## src/rtl/mmio_io_responder.sv

```systemverilog
// MMIO responder between processor and RAM: sticky button press flags, VGA output
// handshake and 1-cycle read mux. Optional button event FIFO via MMIO_EVENT_FIFO_EN.
module mmio_io_responder #(
    parameter logic [31:0] ADDR_BTNC  = 32'd1000,
    parameter logic [31:0] ADDR_OUT   = 32'd2000,
    parameter logic [31:0] ADDR_BTNL  = 32'd3000,
    parameter logic [31:0] ADDR_BTNR  = 32'd4000,
    parameter logic [31:0] ADDR_BTNU  = 32'd5000,
`ifdef MMIO_EVENT_FIFO_EN
    parameter logic [31:0] ADDR_FIFO  = 32'd7000,
    parameter int          FIFO_DEPTH = 4,
`endif
    parameter logic [31:0] ADDR_BTND  = 32'd6000
) (
    input  logic        clock,
    input  logic        reset,
    input  logic        wren,
    input  logic [31:0] address_dmem,
    input  logic [31:0] data,
    input  logic [31:0] ram_q,
    output logic        ram_wren,
    output logic [31:0] q_dmem,
    input  logic [4:0]  btn,
    output logic [31:0] vga_data,
    output logic        vga_valid,
    input  logic        vga_ready
);

    logic [4:0]  btn_sel;
    logic        hit_out;
    logic        hit_fifo;
    logic        io_hit;
    logic        rd_out;
    logic        wr_out;
    logic        slot_free;
    logic [4:0]  rise;

    logic [4:0]  btn_prev_q;
    logic [4:0]  pend_q, pend_d;
    logic        overrun_q, overrun_d;
    logic        vga_valid_q, vga_valid_d;
    logic [31:0] vga_data_q, vga_data_d;
    logic        sel_q;
    logic [31:0] io_q, io_d;

    assign btn_sel = {address_dmem == ADDR_BTND, address_dmem == ADDR_BTNU,
                      address_dmem == ADDR_BTNR, address_dmem == ADDR_BTNL,
                      address_dmem == ADDR_BTNC};
    assign hit_out = (address_dmem == ADDR_OUT);
`ifdef MMIO_EVENT_FIFO_EN
    assign hit_fifo = (address_dmem == ADDR_FIFO);
`else
    assign hit_fifo = 1'b0;
`endif
    assign io_hit    = (|btn_sel) | hit_out | hit_fifo;
    assign ram_wren  = wren & ~io_hit;
    assign rd_out    = hit_out & ~wren;
    assign wr_out    = hit_out & wren;
    assign slot_free = ~vga_valid_q | vga_ready;
    assign rise      = btn & ~btn_prev_q;

`ifdef MMIO_EVENT_FIFO_EN
    localparam int PW = $clog2(FIFO_DEPTH);
    localparam int CW = PW + 1;

    logic [4:0]    fifo_mem_q [FIFO_DEPTH];
    logic [PW-1:0] wr_ptr_q, rd_ptr_q;
    logic [CW-1:0] count_q;
    logic          fifo_empty, fifo_full, push, pop;

    assign fifo_empty = (count_q == '0);
    assign fifo_full  = (count_q == CW'(FIFO_DEPTH));
    assign pop        = hit_fifo & ~wren & ~fifo_empty;
    // A full FIFO still accepts a push when the head leaves in the same cycle.
    assign push       = (|rise) & (~fifo_full | pop);

    always_ff @(posedge clock or posedge reset) begin
        if (reset) begin
            wr_ptr_q <= '0;
            rd_ptr_q <= '0;
            count_q  <= '0;
        end else begin
            if (push) wr_ptr_q <= wr_ptr_q + PW'(1);
            if (pop)  rd_ptr_q <= rd_ptr_q + PW'(1);
            if (push && !pop)      count_q <= count_q + CW'(1);
            else if (pop && !push) count_q <= count_q - CW'(1);
        end
    end

    always_ff @(posedge clock) begin
        if (push) fifo_mem_q[wr_ptr_q] <= rise;
    end
`endif

    always_comb begin
        pend_d      = (pend_q & ~(btn_sel & {5{~wren}})) | rise;
        overrun_d   = (overrun_q & ~rd_out) | (wr_out & ~slot_free);
        vga_valid_d = vga_valid_q;
        vga_data_d  = vga_data_q;
        if (wr_out && slot_free) begin
            vga_valid_d = 1'b1;
            vga_data_d  = data;
        end else if (vga_valid_q && vga_ready) begin
            vga_valid_d = 1'b0;
        end

        io_d = '0;
        if (hit_out)
            io_d = {30'b0, vga_valid_q, overrun_q};
        else if (|btn_sel)
            io_d = {31'b0, |(pend_q & btn_sel)};
`ifdef MMIO_EVENT_FIFO_EN
        else if (hit_fifo && !fifo_empty)
            io_d = {1'b1, 26'b0, fifo_mem_q[rd_ptr_q]};
`endif
    end

    always_ff @(posedge clock or posedge reset) begin
        if (reset) begin
            btn_prev_q  <= 5'b11111;
            pend_q      <= '0;
            overrun_q   <= 1'b0;
            vga_valid_q <= 1'b0;
            vga_data_q  <= '0;
            sel_q       <= 1'b0;
            io_q        <= '0;
        end else begin
            btn_prev_q  <= btn;
            pend_q      <= pend_d;
            overrun_q   <= overrun_d;
            vga_valid_q <= vga_valid_d;
            vga_data_q  <= vga_data_d;
            sel_q       <= io_hit & ~wren;
            io_q        <= io_d;
        end
    end

    assign q_dmem    = sel_q ? io_q : ram_q;
    assign vga_data  = vga_data_q;
    assign vga_valid = vga_valid_q;

endmodule

```

## config.mk

```make
export PLATFORM = sky130hd
export DESIGN_NAME = mmio_io_responder
export DESIGN_NICKNAME = d
export VERILOG_FILES = /design/src/rtl/mmio_io_responder.sv
export SDC_FILE = /design/constraint.sdc
export NUM_CORES = 1
export LEC_CHECK = 0
export CAP_MARGIN = 20
export CORE_MARGIN = 4
export CORE_UTILIZATION = 35
export DETAILED_ROUTE_END_ITERATION = 16
export PLACE_DENSITY = 0.91
export SLEW_MARGIN = 30
export SYNTH_ARGS = -nofsm -noshare
export SYNTH_HDL_FRONTEND = slang
export SYNTH_SLANG_ARGS = --single-unit
```

## constraint.sdc

```tcl
create_clock -name clock -period 3 [get_ports clock]
set_clock_uncertainty 0.1 [all_clocks]
set_input_delay 0.45 -clock clock [delete_from_list [all_inputs] [get_ports clock]]
set_output_delay 0.45 -clock clock [all_outputs]
set_load 0.1 [all_outputs]
```

==> results.sh, run 1 <==
export IMPL_cts_made_buffers=5
export IMPL_crit_cells=7
export IMPL_ys_seq_area_share_pct=49.42
export IMPL_crit_required_ns=2.45
export IMPL_antenna_found_initial=0
export IMPL_htree_levels=2
export IMPL_crit_path_end="ram_wren"
export IMPL_min_period_over_period_pct=99.92
export IMPL_grt_pass1_wl_mm=11.88
export IMPL_r2r_end="vga_data[21]"
export IMPL_syn_num_nets=296
export IMPL_pwr_share_comb_pct=27.0
export IMPL_overflow=0
export IMPL_dieArea_sq_um=8222
export IMPL_dieHeight_microns=90.68
export IMPL_syn_cell_area_sq_um=2392
export IMPL_timing_hold_worst_class="flip-flop to flip-flop"
export IMPL_final_antenna_net_count=0
export IMPL_worstMarginPinSlew_ns=0.7956
export IMPL_dp_cells=444
export IMPL_grt_max_degree=48
export IMPL_met1_usage_pct=19.97
export IMPL_top_level_ports=171
export IMPL_crit_path_end_kind="output port"
export IMPL_cts_tree="built"
export IMPL_grtUsageTotal_pct=17.98
export IMPL_synth_cell_types=33
export IMPL_period_minus_slack_ns=2.998
export IMPL_met3_usage_pct=5.333
export IMPL_p_leak_uw=0.001960
export IMPL_fin_tns_setup_ns=0
export IMPL_die_w_microns=90.68
export IMPL_switching_share_pct=29.31
export IMPL_reg2reg_slack_ns=1.28
export IMPL_finalHoldViolations=0
export IMPL_vias=2163
export IMPL_dp_slack_ns=-0.1539
export IMPL_port_buffers=170
export IMPL_layout_drive_gt1_share_pct=37.50
export IMPL_min_from="overrun_q"
export IMPL_clkPwrFrac_pct=31.2
export IMPL_maxSlewHeadroom_pct=46.90
export IMPL_status="complete, no violations"
export IMPL_use_met2_pct=33.42
export IMPL_maxCapViolations=0
export IMPL_yosys_register_bits=47
export IMPL_viasPerCell=4.775
export IMPL_rr_worst_depth=4
export IMPL_drc=0
export IMPL_gp_congestion=0.7884
export IMPL_slew_viol_final=0
export IMPL_area_growth_pct=78.50
export IMPL_grt_pass1_vias=2287
export IMPL_power_density_nw_per_um2=358.2
export IMPL_critPathMaxStageDelay_ns=0.56
export IMPL_num_antenna_cells=0
export IMPL_crit_buf_inv=2
export IMPL_drt_iter0_markers=41
export IMPL_start_util_pct=36.83
export IMPL_reg2reg_from="vga_valid"
export IMPL_core_area_sq_um=6495
export IMPL_switchingPower_uw=448.4
export IMPL_hold_buffers=0
export IMPL_cp_max_fo=5
export IMPL_cts_root_buf="clkbuf_8"
export IMPL_clockBufferDepth=2
export IMPL_yosys_warnings=0
export IMPL_num_rows=29
export IMPL_crit_family="simple AND/OR/NAND/NOR gates"
export IMPL_dpl_hpwl_mm=6.100
export IMPL_crit_type="input port to output port"
export IMPL_p_int_uw=1081
export IMPL_worstPathArrival_ns=2.45
export IMPL_num_nets_final=480
export IMPL_drtPass1Iterations=4
export IMPL_synthCells=191
export IMPL_path_clk_slew_ns=0.08
export IMPL_crit_chain="clkdlybuf4s50_1 -> nor4bb_2 -> nand2_1 -> or4_4 -> and4b_1 -> o21a_1 -> buf_12"
export IMPL_clock_latency_ns=0.29
export IMPL_cp_startpoint="address_dmem[7]"
export IMPL_peakVddDrop_v=0.0002367
export IMPL_final_setup_viol_count=0
export IMPL_power_frac_seq_pct=41.8
export IMPL_startpoint_type="input port"
export IMPL_critical_path_slowest_cell="clkdlybuf4s50_1"
export IMPL_fmax_ghz=0.3336
export IMPL_synth_avg_cell_area_sq_um=12.53
export IMPL_clock_sinks=47
export IMPL_grt_busiest_layer="met2"
export IMPL_layout_setup_ws_ns=0.002392
export IMPL_routedWlPerCell_microns=16.74
export IMPL_hold_depth=1
export IMPL_layout_cells_non_filler=453
export IMPL_wl_mm=7.584
==> layout by cell type (no fill, tap or decap), types with 3 or more instances in the layout <==
cell,instances
clkdlybuf4s50_1,98
buf_4,81
dfrtp_1,42
mux2_4,30
nor2b_1,30
inv_1,8
o21ai_0,7
clkbuf_8,6
dfstp_2,5
nor4_2,4
nand3_1,4
nand2b_1,4
nor3_1,4
o31ai_1,4
mux2_2,4
dlygate4sd2_1,4
nor4_1,3
nand4_1,3
or4_4,3
nor2_1,3
==> power by group through the flow <==
stage | registers, uW | logic (uW) | clock network (uW)
detailed placement | 652 | 411 | 0
global placement | 652 | 407 | 0
finish | 640 | 413 | 477
floorplan | 652 | 213 | 0
global route | 640 | 432 | 515
CTS | 640 | 414 | 489
==> worst register-to-register path, stage by stage (launching register included) <==
cell	delay, ns
dfrtp_1	0.41
nand2b_1	0.16
nor4bb_4	0.30
buf_12	0.26
mux2_2	0.37
==> metrics by stage <==
step	power [uW]	instance area, sq um	utilization, %	hold slack [ns]
after detailed placement	1063	4095	63.05	0.3768
after global routing	1586	4270	65.75	0.4224
final	1530	4270	65.75	0.4025
after CTS	1542	4247	65.38	0.3961
after global placement	1058	4095	63.05	0.3709
after floorplan	865.1	2392	-	0.3545
==> layer usage <==
metal,wire [microns],share of wire (%)
met5,0,0
met4,63,0.83
met3,667,8.8
met2,4072,54
met1,2780,37
==> logic make-up after synthesis <==
| kind of cell | after synthesis | share of synthesized area (%) |
|---|---|---|
| simple gates | 74 | 20.03 |
| flops | 47 | 49.42 |
| mux | 34 | 20.71 |
| buf+inv | 19 | 5.178 |
| compound gates | 17 | 4.655 |
==> synth_stat cells <==
cell	n	share of area, %
nand3b_1	2	0.63
buf_12	3	2.5
buf_4	1	0.31
nand2_1	2	0.31
nand4_1	3	0.78
mux2_4	30	19
nand4bb_1	1	0.47
o21a_1	1	0.31
or4_1	3	0.94
and4b_1	2	0.84
inv_1	9	1.4
nand3_1	4	0.84
dfrtp_1	42	44
nor3_1	4	0.84
nor4_1	7	1.8
o21bai_1	1	0.31
or3_1	1	0.26
nor2b_1	30	7.8
nor3b_1	2	0.63
nor2_1	3	0.47
nand2b_1	4	1.0
mux2_2	4	1.9
and4_1	1	0.37
o22ai_1	1	0.26
o22a_1	1	0.37
o21ai_0	7	1.5
o31ai_1	4	1.3
o211ai_1	1	0.31
nor4bb_1	4	1.7
a32oi_1	1	0.37
and2_1	1	0.26
clkbuf_1	6	0.94
dfstp_2	5	5.5
==> timing repair <==
item / CTS / global route
pin swaps: 4 / 1
setup buffers: 2 / 0
gates resized for setup: 9 / 6
endpoints found under the setup margin: 1 / 1
==> flip-flops by register name, indices dropped and copies added, names as in the netlist <==
signal      flops
vga_data       32
btn_prev_q      5
pend_q          5
io_q            2
overrun_q       1
sel_q           1
vga_valid       1
==> final cells by class <==
type,instances,area [sq um]
clock buffers,6,82.58
inverters,9,35.03
repair buffers,187,1689
well taps,77,96.34
fillers,508,2225
flip-flops and latches,47,1182
clock inverters,2,35.03
multi-input cells,125,1150
==> worst min path at each step <==
stage	slack [ns]	end
2_1_floorplan	0.35	btn_prev_q[0]
6_report	0.40	overrun_q
3_3_place_gp	0.37	overrun_q
4_1_cts	0.40	overrun_q
5_1_grt	0.42	overrun_q
3_5_place_dp	0.38	overrun_q
(Power assumes the default switching activity.)
==> run 2, diff against run 1 <==
--- a/config.mk
+++ b/config.mk
@@ -7,10 +7,11 @@
 export LEC_CHECK = 0
 export CAP_MARGIN = 20
 export CORE_MARGIN = 4
-export CORE_UTILIZATION = 35
+export CORE_UTILIZATION = 36
+export CTS_BUF_LIST = sky130_fd_sc_hd__clkbuf_8
 export DETAILED_ROUTE_END_ITERATION = 16
-export PLACE_DENSITY = 0.91
-export SLEW_MARGIN = 30
+export PLACE_DENSITY = 0.93
+export SLEW_MARGIN = 20
 export SYNTH_ARGS = -nofsm -noshare
 export SYNTH_HDL_FRONTEND = slang
 export SYNTH_SLANG_ARGS = --single-unit
==> run 2 against run 1 <==
Compared with the run above:
- combinational power is essentially flat
- worst hold slack gained 0.0088 ns
- maximum frequency grew 1.4%
==> results.sh, run 2 (synthesized netlist as in run 1, its figures left out) <==
export IMPL_top_level_ports=171
export IMPL_crit_path_end_kind="output port"
export IMPL_dieArea_sq_um=8014
export IMPL_cts_tree="built"
export IMPL_drt_iter0_markers=47
export IMPL_cts_root_buf="clkbuf_8"
export IMPL_layout_drive_gt1_share_pct=37.40
export IMPL_wl_mm=7.404
export IMPL_vias=2152
export IMPL_slew_viol_final=0
export IMPL_power_density_nw_per_um2=354.3
export IMPL_fin_tns_setup_ns=0
export IMPL_clockBufferDepth=2
export IMPL_status="complete, no violations"
export IMPL_maxSlewHeadroom_pct=46.09
export IMPL_finalHoldViolations=0
export IMPL_crit_required_ns=2.45
export IMPL_drtPass1Iterations=4
export IMPL_routedWlPerCell_microns=16.31
export IMPL_peakVddDrop_v=0.0002471
export IMPL_hold_buffers=0
export IMPL_htree_levels=2
export IMPL_p_leak_uw=0.001978
export IMPL_largest_register_ffs=32
export IMPL_timing_hold_worst_class="flip-flop to flip-flop"
export IMPL_rsz0062_at_grt="no"
export IMPL_num_rows=29
export IMPL_area_growth_pct=79.18
export IMPL_clock_sinks=47
export IMPL_viasPerCell=4.740
export IMPL_core_area_sq_um=6386
export IMPL_crit_type="input port to output port"
export IMPL_die_w_microns=89.52
export IMPL_startpoint_type="input port"
export IMPL_grt_max_degree=48
export IMPL_port_buffers=170
export IMPL_path_clk_slew_ns=0.09
export IMPL_clock_latency_ns=0.29
export IMPL_fmax_ghz=0.3384
export IMPL_overflow=0
export IMPL_mostFrequentLayoutCell="clkdlybuf4s50_1"
export IMPL_worstMarginPinSlew_ns=0.8086
export IMPL_num_antenna_cells=0
export IMPL_gp_congestion=0.8818
export IMPL_antenna_found_initial=0
export IMPL_dpl_cell_area_sq_um=4073
export IMPL_stdcell_area_sq_um=4287
export IMPL_drc=0
export IMPL_period_minus_slack_ns=2.955
export IMPL_grt_pass1_wl_mm=10.83
export IMPL_grt_pass1_vias=2233
export IMPL_final_setup_viol_count=0
export IMPL_grtUsageTotal_pct=17.64
export IMPL_final_cell_mix="clkdlybuf4s50_1, buf_4, dfrtp_1"
export IMPL_min_period_over_period_pct=98.50
export IMPL_final_antenna_net_count=0
export IMPL_cts_made_buffers=5
export IMPL_dpl_hpwl_mm=5.949
export IMPL_worstPathArrival_ns=2.41
export IMPL_dieHeight_microns=89.52
export IMPL_cp_max_fo=2
export IMPL_num_nets_final=481
export IMPL_start_util_pct=37.46
export IMPL_maxCapViolations=0
-- run 2: worst max-delay path: stages --
cell and delay [ns]:
clkdlybuf4s50_1 0.43, or4_4 0.44, or4_4 0.49, and4b_1 0.22, o21a_1 0.20, buf_12 0.17
-- run 2: what timing repair did --
item,CTS,global route
pin swaps,4,5
buffers inserted,4,2
gates resized for setup,8,9
endpoints found under the setup margin,1,1
endpoints found under the hold margin,0,0
-- run 2: layout make-up --
class | instances | area [sq um]
timing repair buffer | 188 | 1699
multi-input combinational | 125 | 1161
tap | 77 | 96.34
sequential | 47 | 1182
fill | 501 | 2100
clock buffer | 5 | 68.82
inverter | 9 | 35.03
clock inverter | 3 | 43.79
-- run 2: per-stage QoR --
step / hold slack [ns] / setup slack (ns) / std cells / total power [uW] / util, %
global route: 0.4346 / 0.001437 / 454 / 1588 / 67.12
global placement: 0.3708 / -0.1090 / 441 / 1054 / 63.77
detailed placement: 0.3928 / -0.1165 / 441 / 1059 / 63.77
finish: 0.4114 / 0.04489 / 454 / 1519 / 67.12
floorplan: 0.3545 / 0.2012 / 191 / 865.1 / -
CTS: 0.4156 / 0.02547 / 453 / 1537 / 66.24
-- run 2: path summary, 6_finish.rpt --
check | from | to | slack [ns] | cells after the start
hold reg to reg | pend_q[3] | pend_q[3] | 0.41 | 2
setup reg to reg | vga_valid | vga_data[19] | 1.33 | 4
max in group asynchronous | reset | vga_data[20] | 1.80 | 2
setup / recovery | address_dmem[2] | ram_wren | 0.04 | 6
min in group asynchronous | reset | io_q[1] | 0.50 | 2
hold / removal | pend_q[3] | pend_q[3] | 0.41 | 2
-- run 2: routing by layer --
metal | vias up | GRT usage (%) | part of all wire [%]
li1 | 1045 | - | -
met3 | 8 | 5.991 | 10
met2 | 100 | 33.82 | 54
met4 | 0 | 2.571 | 0.95
met1 | 999 | 18.99 | 35
met5 | - | 0 | 0
-- run 2: power breakdown --
group / leakage (uW) / switching (uW) / internal [uW]
clock: 0.0000581 / 216 / 248
sequential: 0.000614 / 0.769 / 639
combinational: 0.00131 / 240 / 174
==> run 3, diff against run 2 <==
--- a/config.mk
+++ b/config.mk
@@ -6,7 +6,6 @@
 export NUM_CORES = 1
 export LEC_CHECK = 0
 export CAP_MARGIN = 20
-export CORE_MARGIN = 4
 export CORE_UTILIZATION = 36
 export CTS_BUF_LIST = sky130_fd_sc_hd__clkbuf_8
 export DETAILED_ROUTE_END_ITERATION = 16
==> run 3 against run 2 <==
Compared with the run above:
- maximum frequency decreased by 0.29%
- cell count increased by 0.88%
- global-route usage increased by 2.1 points
- flip-flop and latch count unchanged
- sequential power about the same
- critical path depth increased by 2
- combinational power increased by 1%
==> results.sh, run 3 (synthesized netlist as in run 1, its figures left out) <==
export IMPL_vias=2186
export IMPL_finalHoldViolations=0
export IMPL_drt_iter0_markers=39
export IMPL_viasPerCell=4.773
export IMPL_path_clk_slew_ns=0.09
export IMPL_num_antenna_cells=0
export IMPL_wl_mm=6.944
export IMPL_maxSlewHeadroom_pct=41.10
export IMPL_routedWlPerCell_microns=15.16
export IMPL_slew_viol_final=0
export IMPL_status="complete, no violations"
export IMPL_utilization_pct=67.79
export IMPL_die_w_microns=83.52
export IMPL_antenna_found_initial=0
export IMPL_drtPass1Iterations=4
export IMPL_clock_sinks=47
export IMPL_layout_drive_gt1_share_pct=38.32
export IMPL_area_growth_pct=80.96
export IMPL_worstMarginPinSlew_ns=0.8835
export IMPL_mostFrequentLayoutCell="clkdlybuf4s50_1"
export IMPL_critPathMaxStageDelay_ns=0.54
export IMPL_peakVddDrop_v=0.0002854
export IMPL_total_power_uw=1446
export IMPL_crit_path_end_kind="flip-flop"
export IMPL_num_nets_final=485
export IMPL_timing_hold_worst_class="flip-flop to flip-flop"
export IMPL_dpl_cell_area_sq_um=4095
export IMPL_final_setup_viol_count=0
export IMPL_largest_register_ffs=32
export IMPL_port_buffers=170
export IMPL_worstPathArrival_ns=3.04
export IMPL_grtUsageTotal_pct=19.71
export IMPL_dpl_hpwl_mm=5.406
export IMPL_min_period_over_period_pct=98.79
export IMPL_drc=0
export IMPL_hold_buffers=0
export IMPL_cp_max_fo=29
export IMPL_crit_family="simple AND/OR/NAND/NOR gates"
export IMPL_cts_tree="built"
export IMPL_period_minus_slack_ns=2.964
export IMPL_final_antenna_net_count=0
export IMPL_crit_chain="clkdlybuf4s50_1 -> nor4_4 -> nand4_1 -> or4_4 -> buf_4 -> nor4bb_4 -> buf_12 -> mux2_2"
export IMPL_crit_type="input port to flip-flop"
export IMPL_num_rows=29
export IMPL_dp_cells=444
export IMPL_stdcell_area_sq_um=4329
export IMPL_cts_root_buf="clkbuf_8"
export IMPL_layout_cells_non_filler=458
export IMPL_critical_path_slowest_cell="or4_4"
export IMPL_cts_made_buffers=5
export IMPL_maxCapViolations=0
export IMPL_overflow=0
export IMPL_start_util_pct=37.46
export IMPL_clock_latency_ns=0.28
export IMPL_top_level_ports=171
export IMPL_clockBufferDepth=2
export IMPL_core_area_sq_um=6386
export IMPL_fmax_ghz=0.3374
export IMPL_htree_levels=2
export IMPL_grt_max_degree=48
export IMPL_dieArea_sq_um=6976
export IMPL_startpoint_type="input port"
export IMPL_p_leak_uw=0.002028
export IMPL_dieHeight_microns=83.52
export IMPL_grt_pass1_vias=2403
export IMPL_crit_buf_inv=3
export IMPL_gp_congestion=0.8858
export IMPL_grt_pass1_wl_mm=11.17
export IMPL_power_density_nw_per_um2=334.0
export IMPL_crit_required_ns=3.08
export IMPL_final_cell_mix="clkdlybuf4s50_1, buf_4, dfrtp_1"
[run 3: repair_timing]
item                                    in CTS  in global routing
pin swaps                                    4                  6
gates resized for setup                      9                 15
setup buffers                                4                  2
endpoints found under the setup margin       1                  1
[run 3: power breakdown]
group	internal (uW)	total [uW]	switching, uW
clock	186	388	202
combinational	177	418	241
sequential	639	640	0.738
[run 3: metrics by stage]
stage	TNS (ns)	hold slack [ns]	setup slack, ns
2_1_floorplan	0	0.3545	0.2012
3_3_place_gp	-4.376	0.3694	-0.1792
3_5_place_dp	-7.739	0.3856	-0.2826
4_1_cts	0	0.4048	0.009022
5_1_grt	-0.03189	0.4295	-0.03189
6_report	0	0.4024	0.03629
[run 3: worst reg2reg max path, cell delays in order (launching register included)]
cell      delay [ns]
dfrtp_1         0.41
nand2b_1        0.14
nor4bb_4        0.30
buf_12          0.28
mux2_2          0.38
[run 3: area by class of cell]
class	count	area (sq um)
clock buffer	6	82.58
clock inverter	2	12.51
fill	470	2057
inverter	9	33.78
multi-input combinational	125	1174
sequential	47	1182
tap	77	96.34
timing repair buffer	192	1748
[run 3: final timing paths]
check,to,from,cells after the start,slack [ns]
max,vga_data[20],address_dmem[19],8,0.04
min,overrun_q,overrun_q,1,0.40
max reg2reg,vga_data[20],vga_valid,4,1.29
min reg2reg,overrun_q,overrun_q,1,0.40
max in group asynchronous,btn_prev_q[2],reset,3,1.88
min in group asynchronous,vga_data[18],reset,3,0.52
[run 3: metal layers]
layer	wire length (microns)	GRT usage (%)	share of wire, %
met1	2637	22.79	38
met2	3691	36.07	53
met3	547	6.133	7.9
met4	67	3.698	0.96
met5	0	0	0
